[src/rtl/io_pkg.sv]
// ---------------------------------------------------------------------------
// io_pkg
// Shared definitions for the display/button/switch I/O peripheral:
//   - seven-segment glyph constants (active-low {g,f,e,d,c,b,a})
//   - debounce FSM state type
//   - number of multiplexed digits
//   - binary-to-BCD conversion (shift-add-3, purely combinational)
// ---------------------------------------------------------------------------
package io_pkg;

    localparam int NUM_DIGITS = 4;

    localparam logic [6:0] SEG_BLANK = 7'h7F;
    localparam logic [6:0] SEG_MINUS = 7'h3F;

    localparam logic [6:0] SEG_DIGIT [0:9] = '{
        7'h40, 7'h79, 7'h24, 7'h30, 7'h19,
        7'h12, 7'h02, 7'h78, 7'h00, 7'h10
    };

    // The converter handles magnitudes up to 511, which covers an 8-bit
    // signed word (largest magnitude 128) with room to spare.
    localparam int BCD_IN_W  = 9;
    localparam int BCD_OUT_W = 12;

    typedef enum logic [1:0] {
        DEB_IDLE,
        DEB_WAIT_HI,
        DEB_PRESSED,
        DEB_WAIT_LO
    } deb_state_t;

    function automatic logic [6:0] digit_glyph(input logic [3:0] d);
        logic [6:0] g;
        if (d > 4'd9) begin
            g = SEG_BLANK;
        end else begin
            g = SEG_DIGIT[d];
        end
        return g;
    endfunction

    // Double-dabble: before each shift, any BCD nibble >= 5 gets +3 so the
    // shift carries correctly into the next decimal digit.
    function automatic logic [BCD_OUT_W-1:0] bin_to_bcd(input logic [BCD_IN_W-1:0] bin);
        logic [BCD_OUT_W+BCD_IN_W-1:0] sr;
        sr = {{BCD_OUT_W{1'b0}}, bin};
        for (int i = 0; i < BCD_IN_W; i++) begin
            for (int d = 0; d < BCD_OUT_W / 4; d++) begin
                if (sr[BCD_IN_W + 4*d +: 4] >= 4'd5) begin
                    sr[BCD_IN_W + 4*d +: 4] = sr[BCD_IN_W + 4*d +: 4] + 4'd3;
                end
            end
            sr = sr << 1;
        end
        return sr[BCD_OUT_W+BCD_IN_W-1:BCD_IN_W];
    endfunction

endpackage

[src/rtl/io_display_ctrl_debouncer.sv]
// ---------------------------------------------------------------------------
// debouncer
// Synchronizes an asynchronous active-high push-button and debounces it.
// Emits a single-cycle press pulse on each accepted press (low -> high);
// holding the button never produces a second pulse.
//   clk, rst_n   : clock, asynchronous active-low reset
//   btn_raw      : raw button input (asynchronous)
//   press_pulse  : registered one-cycle pulse on an accepted press
// ---------------------------------------------------------------------------
module debouncer
    import io_pkg::*;
#(
    parameter int DEB_CYCLES = 500000
) (
    input  logic clk,
    input  logic rst_n,
    input  logic btn_raw,
    output logic press_pulse
);

    localparam int CNT_W = (DEB_CYCLES > 1) ? $clog2(DEB_CYCLES) : 1;
    localparam logic [CNT_W-1:0] CNT_MAX = CNT_W'(DEB_CYCLES - 1);

    logic             btn_meta_q, btn_meta_d;
    logic             btn_sync_q, btn_sync_d;
    deb_state_t       state_q, state_d;
    logic [CNT_W-1:0] cnt_q, cnt_d;
    logic             pulse_q, pulse_d;
    logic             armed_q, armed_d;

    // armed_q guards against a button held across reset: the synchronizer
    // comes out of reset reading 0, so without this the FSM would treat a
    // still-held button as a fresh press. After reset the button must read
    // low for DEB_CYCLES consecutive cycles before any press is accepted.
    always_comb begin
        btn_meta_d = btn_raw;
        btn_sync_d = btn_meta_q;
        state_d    = state_q;
        cnt_d      = cnt_q;
        pulse_d    = 1'b0;
        armed_d    = armed_q;

        case (state_q)
            DEB_IDLE: begin
                if (!armed_q) begin
                    if (btn_sync_q) begin
                        cnt_d = '0;
                    end else if (cnt_q == CNT_MAX) begin
                        armed_d = 1'b1;
                    end else begin
                        cnt_d = cnt_q + CNT_W'(1);
                    end
                end else if (btn_sync_q) begin
                    state_d = DEB_WAIT_HI;
                    cnt_d   = '0;
                end
            end
            DEB_WAIT_HI: begin
                if (!btn_sync_q) begin
                    state_d = DEB_IDLE;
                end else if (cnt_q == CNT_MAX) begin
                    state_d = DEB_PRESSED;
                    pulse_d = 1'b1;
                end else begin
                    cnt_d = cnt_q + CNT_W'(1);
                end
            end
            DEB_PRESSED: begin
                if (!btn_sync_q) begin
                    state_d = DEB_WAIT_LO;
                    cnt_d   = '0;
                end
            end
            DEB_WAIT_LO: begin
                if (btn_sync_q) begin
                    state_d = DEB_PRESSED;
                end else if (cnt_q == CNT_MAX) begin
                    state_d = DEB_IDLE;
                end else begin
                    cnt_d = cnt_q + CNT_W'(1);
                end
            end
            default: begin
                state_d = DEB_IDLE;
                cnt_d   = '0;
            end
        endcase
    end

    always_ff @(posedge clk or negedge rst_n) begin
        if (!rst_n) begin
            btn_meta_q <= 1'b0;
            btn_sync_q <= 1'b0;
            state_q    <= DEB_IDLE;
            cnt_q      <= '0;
            pulse_q    <= 1'b0;
            armed_q    <= 1'b0;
        end else begin
            btn_meta_q <= btn_meta_d;
            btn_sync_q <= btn_sync_d;
            state_q    <= state_d;
            cnt_q      <= cnt_d;
            pulse_q    <= pulse_d;
            armed_q    <= armed_d;
        end
    end

    assign press_pulse = pulse_q;

endmodule

[src/rtl/io_display_ctrl.sv]
// ---------------------------------------------------------------------------
// io_display_ctrl
// Memory-mapped I/O peripheral: latches a signed display word and shows it
// in signed decimal on a 4-digit multiplexed common-anode seven-segment
// display; synchronizes switches; debounces the push-button into a sticky
// flag the CPU reads and clears.
//   clk, rst_n : clock, asynchronous active-low reset
//   wr_en      : write strobe for the display register
//   wr_data    : signed value to display
//   btn_clr    : CPU acknowledge, clears btn_flag
//   btn_raw    : raw push-button (asynchronous, active-high)
//   sw_raw     : raw switches (asynchronous)
//   btn_flag   : sticky debounced press flag
//   sw_sync    : synchronized switch value
//   seg        : active-low segments {g,f,e,d,c,b,a}
//   an         : active-low digit enables, an[0] = rightmost digit
// ---------------------------------------------------------------------------
module io_display_ctrl
    import io_pkg::*;
#(
    parameter int N              = 8,
    parameter int DEB_CYCLES     = 500000,
    parameter int REFRESH_CYCLES = 50000
) (
    input  logic                  clk,
    input  logic                  rst_n,
    input  logic                  wr_en,
    input  logic [N-1:0]          wr_data,
    input  logic                  btn_clr,
    input  logic                  btn_raw,
    input  logic [N-1:0]          sw_raw,
    output logic                  btn_flag,
    output logic [N-1:0]          sw_sync,
    output logic [6:0]            seg,
    output logic [NUM_DIGITS-1:0] an
);

    localparam int RF_W = (REFRESH_CYCLES > 1) ? $clog2(REFRESH_CYCLES) : 1;
    localparam logic [RF_W-1:0] RF_MAX = RF_W'(REFRESH_CYCLES - 1);

    logic [N-1:0]            disp_q, disp_d;
    logic [RF_W-1:0]         rf_cnt_q, rf_cnt_d;
    logic [1:0]              idx_q, idx_d;
    logic [6:0]              seg_q, seg_d;
    logic [NUM_DIGITS-1:0]   an_q, an_d;
    logic                    btn_flag_q, btn_flag_d;
    logic [N-1:0]            sw_meta_q, sw_meta_d;
    logic [N-1:0]            sw_sync_q, sw_sync_d;

    logic                    press_pulse;
    logic                    neg;
    logic [N:0]              disp_ext;
    logic [N:0]              mag;
    logic [BCD_OUT_W-1:0]    bcd;
    logic [3:0]              hundreds, tens, ones;
    logic [6:0]              glyph [NUM_DIGITS];

    debouncer #(
        .DEB_CYCLES (DEB_CYCLES)
    ) u_debouncer (
        .clk         (clk),
        .rst_n       (rst_n),
        .btn_raw     (btn_raw),
        .press_pulse (press_pulse)
    );

    // Magnitude is one bit wider than the word so the most negative value
    // (e.g. -128) still produces its true magnitude.
    always_comb begin
        neg      = disp_q[N-1];
        disp_ext = {disp_q[N-1], disp_q};
        mag      = neg ? -disp_ext : disp_ext;
        bcd      = bin_to_bcd(BCD_IN_W'(mag));
        hundreds = bcd[11:8];
        tens     = bcd[7:4];
        ones     = bcd[3:0];

        glyph[0] = digit_glyph(ones);
        glyph[1] = (hundreds == 4'd0 && tens == 4'd0) ? SEG_BLANK : digit_glyph(tens);
        glyph[2] = (hundreds == 4'd0) ? SEG_BLANK : digit_glyph(hundreds);
        glyph[3] = neg ? SEG_MINUS : SEG_BLANK;
    end

    // seg/an are only reloaded on the cycle the refresh counter sits at 0,
    // i.e. the first edge of each digit slot. A write mid-slot therefore
    // cannot tear the lit digit; it shows from the next slot onward.
    always_comb begin
        disp_d     = wr_en ? wr_data : disp_q;
        rf_cnt_d   = rf_cnt_q;
        idx_d      = idx_q;
        seg_d      = seg_q;
        an_d       = an_q;
        btn_flag_d = press_pulse | (btn_flag_q & ~btn_clr);
        sw_meta_d  = sw_raw;
        sw_sync_d  = sw_meta_q;

        if (rf_cnt_q == RF_MAX) begin
            rf_cnt_d = '0;
            idx_d    = idx_q + 2'd1;
        end else begin
            rf_cnt_d = rf_cnt_q + RF_W'(1);
        end

        if (rf_cnt_q == '0) begin
            an_d  = ~(NUM_DIGITS'(1) << idx_q);
            seg_d = glyph[idx_q];
        end
    end

    always_ff @(posedge clk or negedge rst_n) begin
        if (!rst_n) begin
            disp_q     <= '0;
            rf_cnt_q   <= '0;
            idx_q      <= 2'd0;
            seg_q      <= SEG_BLANK;
            an_q       <= '1;
            btn_flag_q <= 1'b0;
            sw_meta_q  <= '0;
            sw_sync_q  <= '0;
        end else begin
            disp_q     <= disp_d;
            rf_cnt_q   <= rf_cnt_d;
            idx_q      <= idx_d;
            seg_q      <= seg_d;
            an_q       <= an_d;
            btn_flag_q <= btn_flag_d;
            sw_meta_q  <= sw_meta_d;
            sw_sync_q  <= sw_sync_d;
        end
    end

    assign seg      = seg_q;
    assign an       = an_q;
    assign btn_flag = btn_flag_q;
    assign sw_sync  = sw_sync_q;

endmodule
[config.mk]
export PLATFORM = sky130hd
export DESIGN_NAME = io_display_ctrl
export DESIGN_NICKNAME = d
export VERILOG_FILES = /design/src/rtl/io_pkg.sv /design/src/rtl/io_display_ctrl_debouncer.sv /design/src/rtl/io_display_ctrl.sv
export SDC_FILE = /design/constraint.sdc
export NUM_CORES = 1
export LEC_CHECK = 0
export BUFFER_PORTS_ARGS = -buffer_cell sky130_fd_sc_hd__buf_2
export CAP_MARGIN = 20
export CORE_ASPECT_RATIO = 1.5
export CORE_MARGIN = 5
export CORE_UTILIZATION = 62
export DETAILED_ROUTE_END_ITERATION = 8
export PLACE_DENSITY = 0.78
export REMOVE_ABC_BUFFERS = 1
export SLEW_MARGIN = 0
export SYNTH_ARGS = -nofsm -noshare
export SYNTH_HDL_FRONTEND = slang
export SYNTH_HIERARCHICAL = 1
export SYNTH_SLANG_ARGS = --single-unit
[constraint.sdc]
create_clock -name clk -period 7.75 [get_ports clk]
set_clock_uncertainty 0.2 [all_clocks]
set_input_delay 0.775 -clock clk [delete_from_list [all_inputs] [get_ports clk]]
set_output_delay 0.775 -clock clk [all_outputs]
set_load 0.005 [all_outputs]
==> impl_metrics.xml <==
<?xml version="1.0" encoding="UTF-8"?>
<metrics>
  <group name="layout">
    <metric name="share_of_cells_above_drive_strength_1" unit="">0.216</metric>
    <metric name="final_area" unit="sq um">6470</metric>
    <metric name="layout-area-overhead-vs-synth" unit="%">10.9</metric>
    <metric name="finish.net_count" unit="">711</metric>
    <metric name="antennaDiodeCount" unit="">0</metric>
  </group>
  <group name="global_route">
    <metric name="grt_pass1_wl" unit="mm">23.1</metric>
    <metric name="global_route.overflow_total" unit="">0</metric>
    <metric name="vias_in_the_first_global_route" unit="">5102</metric>
    <metric name="largest_net_degree_at_the_start_of_global_routing" unit="">80</metric>
    <metric name="antenna_found_initial" unit="">0</metric>
    <metric name="track_usage" unit="">0.252</metric>
  </group>
  <group name="critical_path">
    <metric name="timing.critical_path.slowest_cell_delay" unit="ns">0.46</metric>
    <metric name="path_delay_family" unit="">compound AO/OA/AOI/OAI gates</metric>
    <metric name="timing.critical_path.to_type" unit="">flip-flop</metric>
    <metric name="timing.critical_path.from_type" unit="">flip-flop</metric>
    <metric name="crit_path_top_delay_cell" unit="">sky130_fd_sc_hd__a2111o_1</metric>
    <metric name="cp_data_required_time" unit="ns">7.84</metric>
    <metric name="critPathBufInv" unit="">6</metric>
    <metric name="worst-endpoint-arrival" unit="ns">7.43</metric>
    <metric name="most_frequent_cell_on_the_critical_path" unit="">sky130_fd_sc_hd__inv_1</metric>
    <metric name="critPathMaxFanout" unit="">8</metric>
    <metric name="crit_type" unit="">reg2reg</metric>
  </group>
  <group name="route">
    <metric name="drt-pass1-iter-count" unit="">5</metric>
    <metric name="drt_drc_violations_left" unit="">0</metric>
    <metric name="avgRoutedWirePerCell" unit="microns">18.0</metric>
    <metric name="route.vias.total" unit="">5005</metric>
    <metric name="drt.antenna.violating_nets" unit="">0</metric>
    <metric name="wirelength" unit="mm">14.0</metric>
    <metric name="dr.first_iter.drc_count" unit="">287</metric>
    <metric name="post_drt_via_cell_ratio" unit="">6.42</metric>
  </group>
  <group name="sta">
    <metric name="setup_viol" unit="">0</metric>
    <metric name="hold_violations" unit="">0</metric>
    <metric name="final_min_period_over_clock_period" unit="">0.947</metric>
    <metric name="worstMarginPinSlew" unit="ns">0.946</metric>
    <metric name="timing.hold.ws" unit="ns">0.157</metric>
    <metric name="fin_ws" unit="ns">0.410</metric>
    <metric name="timing.final.max_slew_violations" unit="">0</metric>
    <metric name="min_period" unit="ns">7.34</metric>
    <metric name="max_clock_freq" unit="GHz">0.136</metric>
    <metric name="maxSlewHeadroom" unit="">0.369</metric>
  </group>
  <group name="placed_design">
    <metric name="routabilityCongestion" unit="">0.936</metric>
    <metric name="port_buffers" unit="">40</metric>
    <metric name="dp_hpwl" unit="mm">10.6</metric>
    <metric name="placed_area" unit="sq um">6080</metric>
    <metric name="place_ws" unit="ns">0.0548</metric>
  </group>
  <group name="yosys">
    <metric name="yosysTopAreaCell" unit="">sky130_fd_sc_hd__dfrtp_1</metric>
    <metric name="synth-warning-count" unit="">6</metric>
    <metric name="number_of_enable_type_register_cells_in_the_synthesized_netlist" unit="">0</metric>
    <metric name="synth.top_cell.area_share" unit="">0.292</metric>
    <metric name="async_flop_share" unit="">1.00</metric>
    <metric name="synth.area.top_cells" unit="">sky130_fd_sc_hd__dfrtp_1 29%, sky130_fd_sc_hd__ha_1 6.0%, sky130_fd_sc_hd__dfstp_2 5.0%</metric>
    <metric name="synth_cell_types" unit="">106</metric>
    <metric name="avgSynthCellArea" unit="sq um">9.30</metric>
    <metric name="most_frequently_used_flop_master_after_synthesis" unit="">sky130_fd_sc_hd__dfrtp_1</metric>
    <metric name="synth_cells" unit="">627</metric>
    <metric name="sequential_cell_area_fraction_in_the_yosys_report" unit="">0.341</metric>
    <metric name="synthesis.area" unit="sq um">5830</metric>
    <metric name="ys_ff_latch" unit="">79</metric>
  </group>
  <group name="pwr">
    <metric name="worst_ir_drop_vdd" unit="mV">0.326</metric>
    <metric name="power" unit="mW">2.25</metric>
    <metric name="cellPowerDensity" unit="nW/um^2">348</metric>
    <metric name="p_leak" unit="nW">2.82</metric>
  </group>
  <group name="floorplan">
    <metric name="initial_core_util" unit="">0.630</metric>
    <metric name="fp.dieH" unit="microns">129</metric>
    <metric name="floorplan.die_area" unit="sq um">11500</metric>
    <metric name="fp.coreArea" unit="sq um">9250</metric>
    <metric name="die_width" unit="microns">89.2</metric>
    <metric name="site_rows" unit="">43</metric>
    <metric name="boundaryPins" unit="">41</metric>
  </group>
  <group name="clock_network">
    <metric name="ctsLongestPathBuffers" unit="">2</metric>
    <metric name="hold_buffers" unit="">0</metric>
    <metric name="cts_buffers" unit="">9</metric>
    <metric name="cts_max_level" unit="">3</metric>
    <metric name="cts_root_buffer" unit="">sky130_fd_sc_hd__clkbuf_16</metric>
    <metric name="tritoncts_clock_tree" unit="">built</metric>
    <metric name="clock_sinks" unit="">79</metric>
    <metric name="worstSkewPairLatency" unit="ns">0.34</metric>
    <metric name="worst_setup_hold_path_clk_slew" unit="ns">0.07</metric>
  </group>
  <group name="worst_hold_path">
    <metric name="worst_hold_path_type" unit="">reg2reg</metric>
  </group>
  <group name="status">
    <metric name="run_status" unit="">completed</metric>
  </group>
  <group name="run">
    <metric name="max_cap_viol_count" unit="">0</metric>
  </group>
</metrics>
## logic make-up (layout without fill, tap and decap cells)
kind of cell,count (synthesis),in the layout,synth area share
AND/OR/NAND/NOR,227,227,0.217
flip-flops,79,79,0.341
AO/OA/AOI/OAI,174,174,0.229
adder cells (fa/ha/maj),28,28,0.0601
other,1,2,0.000643
multiplexers,28,28,0.0556
XOR/XNOR,31,31,0.0498
buffers and inverters,59,98,0.0468
## final timing paths
| check | start | end | slack, ns | cells past startpoint |
|---|---|---|---|---|
| min | sw_meta_q[1] | sw_sync[1] | 0.16 | 0 |
| max | disp_q[0] | seg[6] | 0.41 | 33 |
| min reg2reg | sw_meta_q[1] | sw_sync[1] | 0.16 | 0 |
| max in group asynchronous | rst_n | disp_q[1] | 6.32 | 1 |
| max reg2reg | disp_q[0] | seg[6] | 0.41 | 33 |
| min in group asynchronous | rst_n | sw_sync[4] | 0.37 | 1 |
## flip-flops by register name, summed over array words and instances, names as in the netlist, named ones only
name	flops
u_debouncer/cnt_q	19
rf_cnt_q	16
disp_q	8
sw_meta_q	8
sw_sync	8
seg	7
an	4
idx_q	2
btn_flag	1
u_debouncer/armed_q	1
u_debouncer/btn_meta_q	1
u_debouncer/btn_sync_q	1
u_debouncer/press_pulse	1
u_debouncer/state_q	1
## cell usage in the layout (no fill, tap or decap), types with 5 or more instances in the layout
master | netlist | final
sky130_fd_sc_hd__o21ai_2 | 7 | 7
sky130_fd_sc_hd__and3_1 | 12 | 12
sky130_fd_sc_hd__o2111ai_1 | 5 | 5
sky130_fd_sc_hd__mux2i_1 | 13 | 13
sky130_fd_sc_hd__o211ai_1 | 7 | 7
sky130_fd_sc_hd__xnor2_1 | 18 | 17
sky130_fd_sc_hd__inv_1 | 33 | 32
sky130_fd_sc_hd__a21o_1 | 5 | 5
sky130_fd_sc_hd__dfrtp_1 | 68 | 67
sky130_fd_sc_hd__buf_2 | 5 | 39
sky130_fd_sc_hd__a21oi_1 | 29 | 29
sky130_fd_sc_hd__o31ai_1 | 11 | 11
sky130_fd_sc_hd__nand2b_1 | 12 | 12
sky130_fd_sc_hd__nor2_1 | 37 | 37
sky130_fd_sc_hd__a31oi_1 | 5 | 5
sky130_fd_sc_hd__nor4_1 | 8 | 8
sky130_fd_sc_hd__clkbuf_16 | 0 | 9
sky130_fd_sc_hd__nand2_1 | 54 | 54
sky130_fd_sc_hd__o21a_1 | 8 | 8
sky130_fd_sc_hd__nor3_1 | 18 | 18
sky130_fd_sc_hd__nand4_1 | 6 | 6
sky130_fd_sc_hd__ha_1 | 28 | 25
sky130_fd_sc_hd__a211oi_1 | 8 | 8
sky130_fd_sc_hd__and2_1 | 9 | 8
sky130_fd_sc_hd__nor4b_1 | 5 | 5
sky130_fd_sc_hd__mux2_2 | 9 | 9
sky130_fd_sc_hd__xor2_1 | 12 | 12
sky130_fd_sc_hd__dfstp_2 | 11 | 11
sky130_fd_sc_hd__buf_4 | 3 | 6
sky130_fd_sc_hd__nand3_1 | 27 | 27
sky130_fd_sc_hd__o21ai_0 | 27 | 25
## cell usage after synthesis (4+ instances only)
| library cell | count |
|---|---|
| sky130_fd_sc_hd__o2111ai_1 | 5 |
| sky130_fd_sc_hd__a211o_1 | 4 |
| sky130_fd_sc_hd__nor4_1 | 8 |
| sky130_fd_sc_hd__and4_1 | 4 |
| sky130_fd_sc_hd__xnor2_1 | 18 |
| sky130_fd_sc_hd__a21oi_1 | 29 |
| sky130_fd_sc_hd__a211oi_1 | 8 |
| sky130_fd_sc_hd__nor2_1 | 37 |
| sky130_fd_sc_hd__nand4_1 | 6 |
| sky130_fd_sc_hd__nor4b_1 | 5 |
| sky130_fd_sc_hd__and3_1 | 12 |
| sky130_fd_sc_hd__clkbuf_1 | 9 |
| sky130_fd_sc_hd__nand2_1 | 54 |
| sky130_fd_sc_hd__mux2_2 | 9 |
| sky130_fd_sc_hd__nand2b_1 | 12 |
| sky130_fd_sc_hd__buf_6 | 4 |
| sky130_fd_sc_hd__nand3_1 | 27 |
| sky130_fd_sc_hd__inv_1 | 33 |
| sky130_fd_sc_hd__a31oi_1 | 5 |
| sky130_fd_sc_hd__buf_2 | 5 |
| sky130_fd_sc_hd__o21ai_2 | 7 |
| sky130_fd_sc_hd__o21a_1 | 8 |
| sky130_fd_sc_hd__ha_1 | 28 |
| sky130_fd_sc_hd__xor2_1 | 12 |
| sky130_fd_sc_hd__o211ai_1 | 7 |
| sky130_fd_sc_hd__dfrtp_1 | 68 |
| sky130_fd_sc_hd__a21o_1 | 5 |
| sky130_fd_sc_hd__o21ai_0 | 27 |
| sky130_fd_sc_hd__and2_1 | 9 |
| sky130_fd_sc_hd__or4_1 | 4 |
| sky130_fd_sc_hd__o211a_1 | 4 |
| sky130_fd_sc_hd__o31ai_1 | 11 |
| sky130_fd_sc_hd__nor3_1 | 18 |
| sky130_fd_sc_hd__mux2i_1 | 13 |
| sky130_fd_sc_hd__nor2b_1 | 4 |
| sky130_fd_sc_hd__dfstp_2 | 11 |
## routing by layer
layer	vias up	share of wire	GRT usage
li1	2390	-	-
met2	167	0.53	0.456
met3	72	0.036	0.0288
met1	2376	0.37	0.265
met4	0	0.068	0.168
met5	-	0	0
## area by class of cell
| class | count | area, sq um |
|---|---|---|
| fillers | 728 | 2790 |
| multi-input cells | 490 | 3620 |
| inverters | 37 | 141 |
| well taps | 112 | 140 |
| repair buffers | 45 | 240 |
| clock buffers | 9 | 225 |
| clock inverters | 7 | 109 |
| flip-flops and latches | 79 | 1990 |
## stage by stage
| step | setup TNS [ns] | std cells | util |
|---|---|---|---|
| after floorplan | 0 | 606 | - |
| after global routing | -0.00199 | 779 | 0.699 |
| after global placement | 0 | 762 | 0.657 |
| after detailed placement | 0 | 762 | 0.657 |
| final | 0 | 779 | 0.699 |
| after CTS | 0 | 778 | 0.694 |
## report_power, final
| group | total [mW] | switching (mW) | leakage [nW] | internal [mW] |
|---|---|---|---|---|
| clock | 0.471 | 0.181 | 0.164 | 0.289 |
| combinational | 1.31 | 0.795 | 1.67 | 0.516 |
| sequential | 0.470 | 0.0216 | 0.989 | 0.449 |
## timing repair
item / CTS / global route
gates resized for setup: 2 / 12
pin swaps: 0 / 1
buffers inserted: 0 / 1
hold endpoints to repair: 0 / 0
endpoints found under the setup margin: 1 / 7
Power figures use the tool's default switching activity.
